**src/rtl/vram_port_arbiter.sv**
```systemverilog
// Purpose: shares the single VRAM user port between the host bus (A), the blitter/DMA (B) and a built-in fill engine.
// Latency: x_gnt pulses the cycle after the issue edge; read data and x_rvalid arrive 2 cycles after x_gnt.
// Backpressure: requesters hold x_req until x_gnt; the fill engine waits, but wins after CLR_STARVE straight losses.
//
// Ports:
//   clk, rst_n                       user-port clock, asynchronous active-low reset
//   a_req/a_we/a_addr/a_wdata        host request; a_gnt, a_rvalid, a_rdata responses
//   b_req/b_we/b_addr/b_wdata        blitter request; b_gnt, b_rvalid, b_rdata responses
//   clr_start/base/len/value         fill command; clr_busy, clr_done status
//   vram_addr/wdata/we, vram_rdata   registered VRAM user port, read data one cycle after address
module vram_port_arbiter #(
    parameter int ADDR_W     = 15,
    parameter int DATA_W     = 8,
    parameter int VRAM_DEPTH = 24576,
    parameter int CLR_STARVE = 16
) (
    input  logic              clk,
    input  logic              rst_n,

    input  logic              a_req,
    input  logic              a_we,
    input  logic [ADDR_W-1:0] a_addr,
    input  logic [DATA_W-1:0] a_wdata,
    output logic              a_gnt,
    output logic              a_rvalid,
    output logic [DATA_W-1:0] a_rdata,

    input  logic              b_req,
    input  logic              b_we,
    input  logic [ADDR_W-1:0] b_addr,
    input  logic [DATA_W-1:0] b_wdata,
    output logic              b_gnt,
    output logic              b_rvalid,
    output logic [DATA_W-1:0] b_rdata,

    input  logic              clr_start,
    input  logic [ADDR_W-1:0] clr_base,
    input  logic [ADDR_W-1:0] clr_len,
    input  logic [DATA_W-1:0] clr_value,
    output logic              clr_busy,
    output logic              clr_done,

    output logic [ADDR_W-1:0] vram_addr,
    output logic [DATA_W-1:0] vram_wdata,
    output logic              vram_we,
    input  logic [DATA_W-1:0] vram_rdata
);

    localparam int                ST_W       = $clog2(CLR_STARVE + 1);
    localparam logic [ST_W-1:0]   STARVE_MAX = ST_W'(CLR_STARVE);
    localparam logic [ADDR_W:0]   DEPTH_X    = (ADDR_W + 1)'(VRAM_DEPTH);
    localparam logic [ADDR_W-1:0] LAST_ADDR  = ADDR_W'(VRAM_DEPTH - 1);

    typedef enum logic {
        CLR_IDLE,
        CLR_RUN
    } clr_state_t;

    clr_state_t        clr_state;
    logic [ST_W-1:0]   starve_cnt;
    logic [ADDR_W-1:0] clr_addr;
    logic [ADDR_W-1:0] clr_remain;
    logic [DATA_W-1:0] clr_val;

    // 0: A has priority on the next A/B contest, 1: B has priority
    logic rr_pri_b;

    logic a_elig;
    logic b_elig;
    logic clr_elig;
    logic win_a;
    logic win_b;
    logic win_c;

    // Read pipeline: p1 = address on the VRAM port, p2 = data on vram_rdata
    logic a_rd_p1;
    logic a_rd_p2;
    logic b_rd_p1;
    logic b_rd_p2;

    assign clr_busy = (clr_state == CLR_RUN);

    // A requester whose grant is showing this cycle has already been served for
    // its current request, so it sits out one arbitration.
    always_comb begin
        a_elig   = a_req && !a_gnt;
        b_elig   = b_req && !b_gnt;
        clr_elig = (clr_state == CLR_RUN);
        win_a    = 1'b0;
        win_b    = 1'b0;
        win_c    = 1'b0;
        if (clr_elig && (starve_cnt == STARVE_MAX)) begin
            win_c = 1'b1;
        end else if (a_elig && b_elig) begin
            if (rr_pri_b) begin
                win_b = 1'b1;
            end else begin
                win_a = 1'b1;
            end
        end else if (a_elig) begin
            win_a = 1'b1;
        end else if (b_elig) begin
            win_b = 1'b1;
        end else if (clr_elig) begin
            win_c = 1'b1;
        end
    end

    // Issue stage: load the VRAM port from the winner. With no winner only the
    // write enable drops; address and data keep their last values.
    always_ff @(posedge clk or negedge rst_n) begin
        if (!rst_n) begin
            vram_addr  <= '0;
            vram_wdata <= '0;
            vram_we    <= 1'b0;
            a_gnt      <= 1'b0;
            b_gnt      <= 1'b0;
            rr_pri_b   <= 1'b0;
        end else begin
            a_gnt   <= win_a;
            b_gnt   <= win_b;
            vram_we <= 1'b0;
            if (win_a) begin
                vram_addr  <= a_addr;
                vram_wdata <= a_wdata;
                vram_we    <= a_we;
                rr_pri_b   <= 1'b1;
            end else if (win_b) begin
                vram_addr  <= b_addr;
                vram_wdata <= b_wdata;
                vram_we    <= b_we;
                rr_pri_b   <= 1'b0;
            end else if (win_c) begin
                vram_addr  <= clr_addr;
                vram_wdata <= clr_val;
                vram_we    <= 1'b1;
            end
        end
    end

    // Read return path, one independent pipeline per requester
    always_ff @(posedge clk or negedge rst_n) begin
        if (!rst_n) begin
            a_rd_p1  <= 1'b0;
            a_rd_p2  <= 1'b0;
            a_rvalid <= 1'b0;
            a_rdata  <= '0;
            b_rd_p1  <= 1'b0;
            b_rd_p2  <= 1'b0;
            b_rvalid <= 1'b0;
            b_rdata  <= '0;
        end else begin
            a_rd_p1  <= win_a && !a_we;
            a_rd_p2  <= a_rd_p1;
            a_rvalid <= a_rd_p2;
            if (a_rd_p2) begin
                a_rdata <= vram_rdata;
            end
            b_rd_p1  <= win_b && !b_we;
            b_rd_p2  <= b_rd_p1;
            b_rvalid <= b_rd_p2;
            if (b_rd_p2) begin
                b_rdata <= vram_rdata;
            end
        end
    end

    // Fill engine FSM with its starvation counter
    always_ff @(posedge clk or negedge rst_n) begin
        if (!rst_n) begin
            clr_state  <= CLR_IDLE;
            starve_cnt <= '0;
            clr_addr   <= '0;
            clr_remain <= '0;
            clr_val    <= '0;
            clr_done   <= 1'b0;
        end else begin
            clr_done <= 1'b0;
            case (clr_state)
                CLR_IDLE: begin
                    starve_cnt <= '0;
                    if (clr_start) begin
                        if ((clr_len != '0) && ({1'b0, clr_base} < DEPTH_X)) begin
                            clr_addr   <= clr_base;
                            clr_remain <= clr_len;
                            clr_val    <= clr_value;
                            clr_state  <= CLR_RUN;
                        end else begin
                            // Empty or out-of-range fill completes without touching VRAM
                            clr_done <= 1'b1;
                        end
                    end
                end
                CLR_RUN: begin
                    if (win_c) begin
                        starve_cnt <= '0;
                        clr_addr   <= (clr_addr == LAST_ADDR) ? '0 : clr_addr + 1'b1;
                        clr_remain <= clr_remain - 1'b1;
                        if (clr_remain == ADDR_W'(1)) begin
                            clr_state <= CLR_IDLE;
                            clr_done  <= 1'b1;
                        end
                    end else begin
                        starve_cnt <= starve_cnt + 1'b1;
                    end
                end
                default: clr_state <= CLR_IDLE;
            endcase
        end
    end

endmodule
```
**config.mk**
```make
export PLATFORM = sky130hd
export DESIGN_NAME = vram_port_arbiter
export DESIGN_NICKNAME = d
export VERILOG_FILES = /design/src/rtl/vram_port_arbiter.sv
export SDC_FILE = /design/constraint.sdc
export NUM_CORES = 1
export LEC_CHECK = 0
export BUFFER_PORTS_ARGS = -buffer_cell sky130_fd_sc_hd__buf_2
export CORE_MARGIN = 3
export CORE_UTILIZATION = 50
export CTS_BUF_LIST = sky130_fd_sc_hd__clkbuf_8
export DETAILED_ROUTE_END_ITERATION = 7
export MAX_ROUTING_LAYER = met4
export PLACE_DENSITY = 0.78
export RECOVER_POWER = 50
export SLEW_MARGIN = 20
export SYNTH_ARGS = -nofsm -noshare
export SYNTH_HDL_FRONTEND = slang
export SYNTH_SLANG_ARGS = --single-unit
```
**constraint.sdc**
```tcl
create_clock -name clk -period 3.1 [get_ports clk]
set_input_delay 0.155 -clock clk [delete_from_list [all_inputs] [get_ports clk]]
set_output_delay 0.155 -clock clk [all_outputs]
set_load 0.02 [all_outputs]
```
==> metrics.txt <==
status finished, violations left; violated checks capacitance limit, slew limit; worst vdd ir 358.1 µV; Initial DRT Pass Iterations 4; first-pass GRT wire length 19.38 mm; DRC viols 0; htree depth 3; Setup crit start clr_addr[0]$_DFFE_PN0P_; height of the chip 103.1 µm; post-DP HPWL 9.068 mm; RSZ-0062 raised after global routing no; Yosys reg bits 94; Critical Path End clr_addr[9]$_DFFE_PN0P_; grt ovf 0; R2R setup slack 510 ps; met3 routed WL 686 µm; Worst Max-Slew Pin Slew 2183 ps; Max Used Layer met4; Die W 103.1 µm; crit path kind flip-flop to flip-flop; register area 0.002352 mm²; Vias/cell 5.898; Syn-to-layout area delta 20.72%; drt wl/cell 17.60 µm; clk_lat worst skew 360 ps; # port buffers 144; CTS resizes 0; Net Count, Synth 559; Final Hold Fails 0; DRT antenna net count 0; minimum clock period 2586 ps; Crit Path Max Fanout 17; vias in the first global route 4112; Reg clk slew, reported paths 100 ps; power per cell area 863.4 mW/mm²; reg2reg start clr_addr[0]$_DFFE_PN0P_; CTS root buf clkbuf_8; Starting Density 0.5279; DIE AREA 0.01063 mm²; Final Setup Violations 0; Post-synth EDFFs 0; critical path arrival 2850 ps; Slew headroom -0.4551; CTS tree done; total of max-cap violations 1; Post-synth ARST share 1.000; Detailed Route WL 12.44 mm; nets 698; setup TNS 0 ps; antenna violations before repair 0; Yosys cell types 55; Core Area 0.008934 mm²; largest net degree at the start of global routing 42; Synth area leader dfrtp_1; Synth Flop Type dfrtp_1; Ant. Diodes 0; ranking of synthesized cells by area dfrtp_1, mux2_2, mux2i_1; period utilisation layout 0.8341; IO Count 145; CTS sink count 94; fin. max-slew vios 42; worst-case clock buffer depth 2; initial detailed-routing violation count 220; Layout Utilization 0.6373; multi-input logic area 0.002206 mm²; cts bufs inserted 9; fillers 771; clk_skew 18.09 ps; Tot GR Track Use 0.2382; maximum operating frequency 386.7 MHz; share of post-route cells with drive strength above 1 0.2604; Metal-1 WL 5.460 mm; register area share after synthesis 0.4988; post-synthesis instance total 455; crit end category flip-flop; crit start category flip-flop; Reg-to-Reg End clr_addr[9]$_DFFE_PN0P_; GPL Wtd Cong 0.8665; Avg Inst Size Synth 10.36 µm²; vias 4170; LEAKAGE 2.593 nW; R2R cell count 6; post-synth top area share 0.4988; # rows 34; Hold Path Class input port to flip-flop; mapped cell area 0.004716 mm²; Synth warnings 0; critical path data required time 3360 ps; met2 WL 6.075 mm
==> through the flow <==
step | hold WS [ps] | std cells | setup slack [ps] | area, µm² | power [W]
floorplan | -140.6 | 455 | 928.0 | 4716 | 0.003495
global placement | 158.0 | 688 | 702.3 | 5523 | 0.004064
detailed placement | 162.3 | 688 | 582.1 | 5523 | 0.004155
CTS | 10.17 | 707 | 559.1 | 5751 | 0.004973
global route | 5.768 | 707 | 286.0 | 5693 | 0.005282
finish | 18.79 | 707 | 514.3 | 5693 | 0.004915
==> layout make-up <==
type                            instances  share of cell area
Clock buffer                            9             0.02176
Timing Repair Buffer                  156              0.1336
Clock inverter                          7             0.01297
Inverter                               11            0.007253
Sequential cell                        94              0.4132
Tap cell                              108             0.02374
Multi-Input combinational cell        322              0.3875
==> worst min-delay path by stage <==
stage | from | cells past startpoint | endpoint
after CTS | clr_value[4] | 2 | clr_val[4]$_DFFE_PN0P_
after global routing | clr_value[5] | 2 | clr_val[5]$_DFFE_PN0P_
final | clr_value[4] | 2 | clr_val[4]$_DFFE_PN0P_
after detailed placement | rst_n | 1 | vram_wdata[1]$_DFFE_PN0P_
after floorplan | rst_n | 0 | a_gnt$_DFF_PN0_
after global placement | rst_n | 1 | vram_wdata[0]$_DFFE_PN0P_
==> cell usage after synthesis (3+ instances only) <==
| library cell | number |
|---|---|
| buf_2 | 10 |
| nor4_1 | 3 |
| o41ai_1 | 5 |
| clkbuf_1 | 16 |
| o21ai_0 | 12 |
| or2_2 | 5 |
| and3_1 | 4 |
| nand4_1 | 6 |
| dfrtp_1 | 94 |
| nand2_1 | 24 |
| nor3_1 | 14 |
| and4_1 | 4 |
| inv_1 | 11 |
| a21o_1 | 4 |
| a21oi_1 | 37 |
| mux2_2 | 22 |
| nor3b_1 | 4 |
| a22o_1 | 7 |
| nor2_1 | 28 |
| ha_1 | 5 |
| nand2b_1 | 4 |
| o32ai_1 | 6 |
| a2bb2oi_1 | 3 |
| mux2i_1 | 24 |
| or3_1 | 5 |
| o21ai_1 | 11 |
| o22ai_1 | 31 |
| nand3_1 | 17 |
==> sequential cells by signal, summed over array words and instances, names as in the netlist, 5 cells and up <==
name / cells
clr_remain: 15
b_rdata: 8
clr_val: 8
vram_addr: 15
clr_addr: 15
vram_wdata: 8
starve_cnt: 5
a_rdata: 8
==> critical path: stages (launching register included) <==
cell and delay [ps]:
dfrtp_1 440, ha_1 230, nand4_1 160, or2_1 360, o41ai_4 800, o21ai_0 220, a22o_1 270
==> power by group <==
part	total, W	switching [W]	internal [W]
Sequential	0.00202	0.000386	0.00164
Clock	0.000833	0.000457	0.000377
Combinational	0.00206	0.00122	0.000839
==> cell usage in the layout, fill, tap and decap left out, types with 5 or more instances in the layout <==
cell	Yosys	routed
o41ai_1	5	5
or3_1	5	5
buf_4	2	9
mux2_2	22	22
o22ai_1	31	31
clkbuf_1	16	46
o21ai_0	12	12
a22o_1	7	7
nand3_1	17	17
a21oi_1	37	37
dfrtp_1	94	94
nor3_1	14	14
buf_2	10	98
or2_2	5	5
nand4_1	6	6
clkbuf_8	0	9
nand2_1	24	24
ha_1	5	5
nor2_1	28	27
o21ai_1	11	11
mux2i_1	24	24
o32ai_1	6	6
inv_1	11	12
==> per-layer routing <==
layer,vias up,track usage
li1,1987,-
met1,2027,0.3060
met2,139,0.3833
met3,17,0.03045
met4,0,0.09562
met5,-,-
==> repair_timing <==
| action | CTS | global route |
|---|---|---|
| setup buffers | 0 | 0 |
| setup endpoints to repair | 0 | 0 |
| hold endpoints to repair | 41 | 0 |
| hold buffers | 3 | 0 |
==> cell families after synthesis <==
| kind of cell | count (synthesis) | synth area share |
|---|---|---|
| xor+xnor | 3 | 0.005573 |
| buf+inv | 39 | 0.03529 |
| mux | 48 | 0.1083 |
| flops | 94 | 0.4988 |
| fa+ha+maj | 5 | 0.01327 |
| compound gates | 135 | 0.1934 |
| simple gates | 131 | 0.1454 |
(Power assumes the default switching activity.)
